## config.mk

```make
export PLATFORM = sky130hd
export DESIGN_NAME = instruction_fetch_unit
export DESIGN_NICKNAME = d
export VERILOG_FILES = /design/src/rtl/instruction_fetch_unit_pkg.sv /design/src/rtl/instruction_fetch_unit_if_id_reg.sv /design/src/rtl/instruction_fetch_unit.sv
export SDC_FILE = /design/constraint.sdc
export NUM_CORES = 1
export LEC_CHECK = 0
export ABC_AREA = 1
export CORE_MARGIN = 1.5
export CORE_UTILIZATION = 49
export DETAILED_ROUTE_END_ITERATION = 16
export GPL_TIMING_DRIVEN = 0
export PLACE_DENSITY_LB_ADDON = 0.3
export SYNTH_ARGS = -nofsm -noshare
export SYNTH_HDL_FRONTEND = slang
export SYNTH_HIERARCHICAL = 1
export SYNTH_SLANG_ARGS = --single-unit
```

## constraint.sdc

```tcl
create_clock -name clk -period 5.3 [get_ports clk]
set_input_delay 1.06 -clock clk [delete_from_list [all_inputs] [get_ports clk]]
set_output_delay 1.06 -clock clk [all_outputs]
set_load 0.02 [all_outputs]
```

## src/rtl/instruction_fetch_unit_pkg.sv

```systemverilog
// Shared constants, fetch-state encoding and the fetch-address legality check
// for the instruction fetch unit.
package instruction_fetch_unit_pkg;

    localparam logic [31:0] NOP_INSTR  = 32'h0000_0000;
    localparam logic [31:0] WORD_BYTES = 32'd4;

    typedef enum logic {
        ST_FETCH = 1'b0,
        ST_FAULT = 1'b1
    } fetch_state_e;

    // A fetch address is illegal when it is not word aligned or lies past the last word.
    function automatic logic addr_bad(input logic [31:0] addr, input logic [31:0] last_word);
        return (addr[1:0] != 2'b00) || (addr > last_word);
    endfunction

endpackage

```

## src/rtl/instruction_fetch_unit_if_id_reg.sv

```systemverilog
// IF/ID pipeline register: load captures a fetched word, flush replaces the whole
// entry with a NOP (pc4 cleared, valid dropped), otherwise the entry holds.
module instruction_fetch_unit_if_id_reg
    import instruction_fetch_unit_pkg::*;
(
    input  logic        clk,
    input  logic        rst_n,
    input  logic        i_load,
    input  logic        i_flush,
    input  logic [31:0] i_instr,
    input  logic [31:0] i_pc4,
    output logic [31:0] o_instr,
    output logic [31:0] o_pc4,
    output logic        o_valid
);

    logic [31:0] r_instr;
    logic [31:0] r_pc4;
    logic        r_valid;

    always_ff @(posedge clk) begin
        if (!rst_n || i_flush) begin
            r_instr <= NOP_INSTR;
            r_pc4   <= 32'd0;
            r_valid <= 1'b0;
        end else if (i_load) begin
            r_instr <= i_instr;
            r_pc4   <= i_pc4;
            r_valid <= 1'b1;
        end
    end

    assign o_instr = r_instr;
    assign o_pc4   = r_pc4;
    assign o_valid = r_valid;

endmodule

```

## src/rtl/instruction_fetch_unit.sv

```systemverilog
// Instruction fetch unit: owns the PC, drives the instruction-memory address and
// fills the IF/ID register, handling stall, redirect/squash and sticky address faults.
module instruction_fetch_unit
    import instruction_fetch_unit_pkg::*;
#(
    parameter logic [31:0] RESET_PC  = 32'd100,
    parameter int          MEM_BYTES = 16384,
    parameter int          CNT_W     = 16
) (
    input  logic             clk,
    input  logic             rst_n,
    output logic [31:0]      imem_addr,
    input  logic [31:0]      imem_instr,
    input  logic             stall,
    input  logic             redirect,
    input  logic [31:0]      redirect_target,
    output logic [31:0]      if_id_instr,
    output logic [31:0]      if_id_pc4,
    output logic             if_id_valid,
    output logic             fetch_fault,
    output logic [CNT_W-1:0] fetch_count
);

    localparam logic [31:0] LAST_WORD = 32'(MEM_BYTES - 4);

    fetch_state_e     r_state;
    fetch_state_e     w_state_next;
    logic [31:0]      r_pc;
    logic [31:0]      w_pc_next;
    logic [31:0]      w_pc_plus4;
    logic [CNT_W-1:0] r_count;
    logic             w_load;
    logic             w_flush;

    assign w_pc_plus4 = r_pc + WORD_BYTES;

    // A sequential fetch always delivers the current (legal) word; only the advance
    // to pc+4 is suppressed when that next address is illegal.
    always_comb begin
        w_state_next = r_state;
        w_pc_next    = r_pc;
        w_load       = 1'b0;
        w_flush      = 1'b0;
        case (r_state)
            ST_FETCH: begin
                if (redirect) begin
                    w_flush = 1'b1;
                    if (addr_bad(redirect_target, LAST_WORD)) begin
                        w_state_next = ST_FAULT;
                    end else begin
                        w_pc_next = redirect_target;
                    end
                end else if (!stall) begin
                    w_load = 1'b1;
                    if (addr_bad(w_pc_plus4, LAST_WORD)) begin
                        w_state_next = ST_FAULT;
                    end else begin
                        w_pc_next = w_pc_plus4;
                    end
                end
            end
            ST_FAULT: begin
                w_flush = 1'b1;
            end
            default: begin
                w_state_next = ST_FAULT;
                w_flush      = 1'b1;
            end
        endcase
    end

    always_ff @(posedge clk) begin
        if (!rst_n) begin
            r_state <= ST_FETCH;
            r_pc    <= RESET_PC;
            r_count <= '0;
        end else begin
            r_state <= w_state_next;
            r_pc    <= w_pc_next;
            if (w_load) begin
                r_count <= r_count + CNT_W'(1);
            end
        end
    end

    instruction_fetch_unit_if_id_reg u_if_id_reg (
        .clk     (clk),
        .rst_n   (rst_n),
        .i_load  (w_load),
        .i_flush (w_flush),
        .i_instr (imem_instr),
        .i_pc4   (w_pc_plus4),
        .o_instr (if_id_instr),
        .o_pc4   (if_id_pc4),
        .o_valid (if_id_valid)
    );

    assign imem_addr   = r_pc;
    assign fetch_fault = (r_state == ST_FAULT);
    assign fetch_count = r_count;

endmodule

```

==> flow_metrics.tcl <==
set metrics [dict create \
    status "finished, final reports clean" \
    power_frac_seq_pct 40.2 \
    clkSinkCount 114 \
    place.gp.congestion 0.8889 \
    drtIter0Drc 358 \
    netlist_top_cells_count "250 x nand2_1, 114 x dfxtp_1, 75 x nor2_1" \
    grt_setup_unrepaired "no" \
    slew_viol_final 0 \
    fin_skew_ps 8.933 \
    min_path_type "reg2reg" \
    yosysTopAreaCell "dfxtp_1" \
    grt_use_total_pct 27.30 \
    drc 0 \
    wl_met2_microns 7646 \
    startpoint_type "flop" \
    cts_resized 0 \
    hpwlAfterDp_microns 11540 \
    post-route-period-util_pct 51.32 \
    ys_types 41 \
    grt_pass1_vias 5193 \
    tightestPinTransition_ps 730.9 \
    syn-instance-count 749 \
    r2r_cells 16 \
    grt_antenna_before_repair 0 \
    cp-endpoint "imem_addr[26]$_SDFFE_PN0P_" \
    core_area_sq_um 10750 \
    ys_seq_area_share_pct 42.45 \
    wl_met1_microns 6688 \
    ios 182 \
    viasPerCell 5.093 \
    max_cap_viol_count 0 \
    synth_most_common_cell "nand2_1" \
    cts_tree "built" \
    clk_pin_slew_ps 60 \
    routedWlPerCell_microns 14.38 \
    crit_type "reg2reg" \
    postRouteAntennaNets 0 \
    net-switching-power_mw 0.5437 \
    max_freq_mhz 367.7 \
    final_cells 1101 \
    cts_hold_buf 0 \
    r2r-end "imem_addr[26]$_SDFFE_PN0P_" \
    power_leakage_nw 2.975 \
    cp_max_fo 10 \
    grt_max_degree 17 \
    io_buffers 180 \
    drive_gt1_share_pct 10.30 \
    cellPowerDensity_nw_per_um2 276.8 \
    wl_met3_microns 1070 \
    cts_max_level 4 \
    synth.avg_cell_area_sq_um 7.178 \
    crit_arrival_ps 3080 \
    final.min_clock_period_ps 2720 \
    cp_data_required_time_ps 5660 \
    hold_viol 0 \
    antenna_cells 0 \
    cts_root_buffer "clkbuf_8" \
    async_flop_share_pct 0 \
    drt-total-wl_microns 15840 \
    synth_top_area_share_pct 42.45 \
    grt-ovfl-total 0 \
    rows 38 \
    p_sw_share_pct 24.76 \
    synth-edff-count 0 \
    die_h_microns 107.8 \
    synthTopCellsByArea "dfxtp_1 42%, nand2_1 17%, a21oi_1 6.9%, nor2_1 5.2%, inv_1 3.9%" \
    synth-seq-cells 114 \
    tns_ps 0 \
    endpoint_kind "flop" \
    clk_latency_ps 510 \
    die_area_sq_um 11610 \
    synthFlopType "dfxtp_1" \
    p_int_mw 1.652 \
    drtPass1Iterations 6 \
    cts_setup_buffers 0 \
    cts_buffer_depth 2 \
    pwr-share-comb_pct 9.1 \
    r2r_start "imem_addr[2]$_SDFFE_PN1P_" \
    setup_violations 0 \
    grt_pass1_wl_microns 24920 \
    multi_input_area_sq_um 2634 \
    rrSetupSlack_ps 2580 \
    dp_cells 1069 \
    initial_utilization_pct 50.03 \
    power.clock.fraction_pct 50.7 \
    route.vias.total 5607 \
    startpoint "imem_addr[2]$_SDFFE_PN1P_" \
    areaGrowthSynthToFinish_pct 47.57 \
    yosys_warnings 6 \
    die_x_microns 107.8 \
    cts_buffers 17 \
    routed.top_layer "met4" \
    ir_worst_vdd_mv 0.1933 \
    fin_nets 1019 \
    max_slew_margin_pct 51.27 \
    syn_area_sq_um 5376 \
    seq_area_sq_um 2282 \
    num-fill-cells 874 \
    synth_nets 820 \
]
-- stage by stage --
stage | setup WS, ps | hold WS (ps) | util [%] | cell area (sq um) | power (mW)
final | 2580 | 457.7 | 73.84 | 7934 | 2.196
after global routing | 2396 | 473.2 | 73.84 | 7934 | 2.261
after CTS | 2580 | 462.4 | 73.84 | 7934 | 2.204
after detailed placement | 2190 | 453.8 | 68.43 | 7353 | 1.100
after global placement | 2258 | 447.6 | 68.43 | 7353 | 1.097
after floorplan | 2713 | 445.5 | - | 5376 | 0.9996
-- cell families (layout without fill, tap and decap cells) --
group                      after synthesis  after routing  synth area share (%)
DFF                                    114            114                 42.45
AOI/OAI and AO/OA                       92             92                 8.751
muxes                                    8              8                 1.489
xor gates and xnor gates                14             14                 2.420
and+or+nand+nor                        425            425                 35.63
adders and majority gates                3              3                0.6982
buffers and inverters                   93            305                 8.564
-- critical path, cell delays in order (launching register included) --
cell and delay (ps):
dfxtp_1 480, ha_1 240, inv_1 110, nor2_8 210, nand2_4 90, nor2_1 140
nand3_1 110, nand2_1 150, nand3_1 80, nor2_1 100, nand2_1 70, nor2_2 180
nand3_4 130, nand2_4 120, buf_8 160, buf_12 150, nor3_2 50
-- state kept, by name (all words and copies together), names as in the netlist --
register	flops
fetch_count	16
imem_addr	32
u_if_id_reg/o_instr	32
u_if_id_reg/o_valid	1
fetch_fault	1
u_if_id_reg/o_pc4	32
-- how the worst min path moves through the flow --
stage                                               startpoint                                   end  depth (start not counted)
after floorplan                      imem_addr[0]$_SDFFE_PN0P_             imem_addr[0]$_SDFFE_PN0P_                          2
after global placement     u_if_id_reg/o_instr[4]$_SDFFE_PP0P_   u_if_id_reg/o_instr[4]$_SDFFE_PP0P_                          2
after detailed placement    u_if_id_reg/o_pc4[16]$_SDFFE_PP0P_    u_if_id_reg/o_pc4[16]$_SDFFE_PP0P_                          2
after CTS                  u_if_id_reg/o_instr[4]$_SDFFE_PP0P_   u_if_id_reg/o_instr[4]$_SDFFE_PP0P_                          2
after global routing      u_if_id_reg/o_instr[27]$_SDFFE_PP0P_  u_if_id_reg/o_instr[27]$_SDFFE_PP0P_                          2
final                       u_if_id_reg/o_pc4[16]$_SDFFE_PP0P_    u_if_id_reg/o_pc4[16]$_SDFFE_PP0P_                          2
-- layout by cell type, fill, tap and decap left out, drive strengths merged, types with 14 or more instances in the layout --
master / count
nand2: 261
clkdlybuf4s50: 180
dfxtp: 114
nor2: 86
a21oi: 74
inv: 64
nand3: 31
nor3: 27
buf: 27
clkbuf: 24
o21ai: 14
-- metal layers --
layer	track usage, %	vias up
li1	-	2789
met1	34.01	2552
met2	45.13	226
met4	12.31	0
met5	0	-
met3	5.932	40
-- power by group through the flow --
stage          Clock (mW)  Combinational [mW]  Sequential (mW)
2_1_floorplan           0              0.0865            0.913
3_3_place_gp            0               0.196            0.901
3_5_place_dp            0               0.199            0.902
4_1_cts              1.12               0.200            0.883
5_1_grt              1.16               0.216            0.884
6_report             1.11               0.200            0.883
-- cell type report --
class | instances | area share, %
Inverter | 60 | 2.839
Tap cell | 140 | 2.208
Clock buffer | 18 | 5.393
Sequential cell | 114 | 28.77
Clock inverter | 14 | 1.924
Buffer | 33 | 2.965
Timing Repair Buffer | 180 | 22.71
Multi-Input combinational cell | 542 | 33.20
Power figures use the tool's default switching activity.
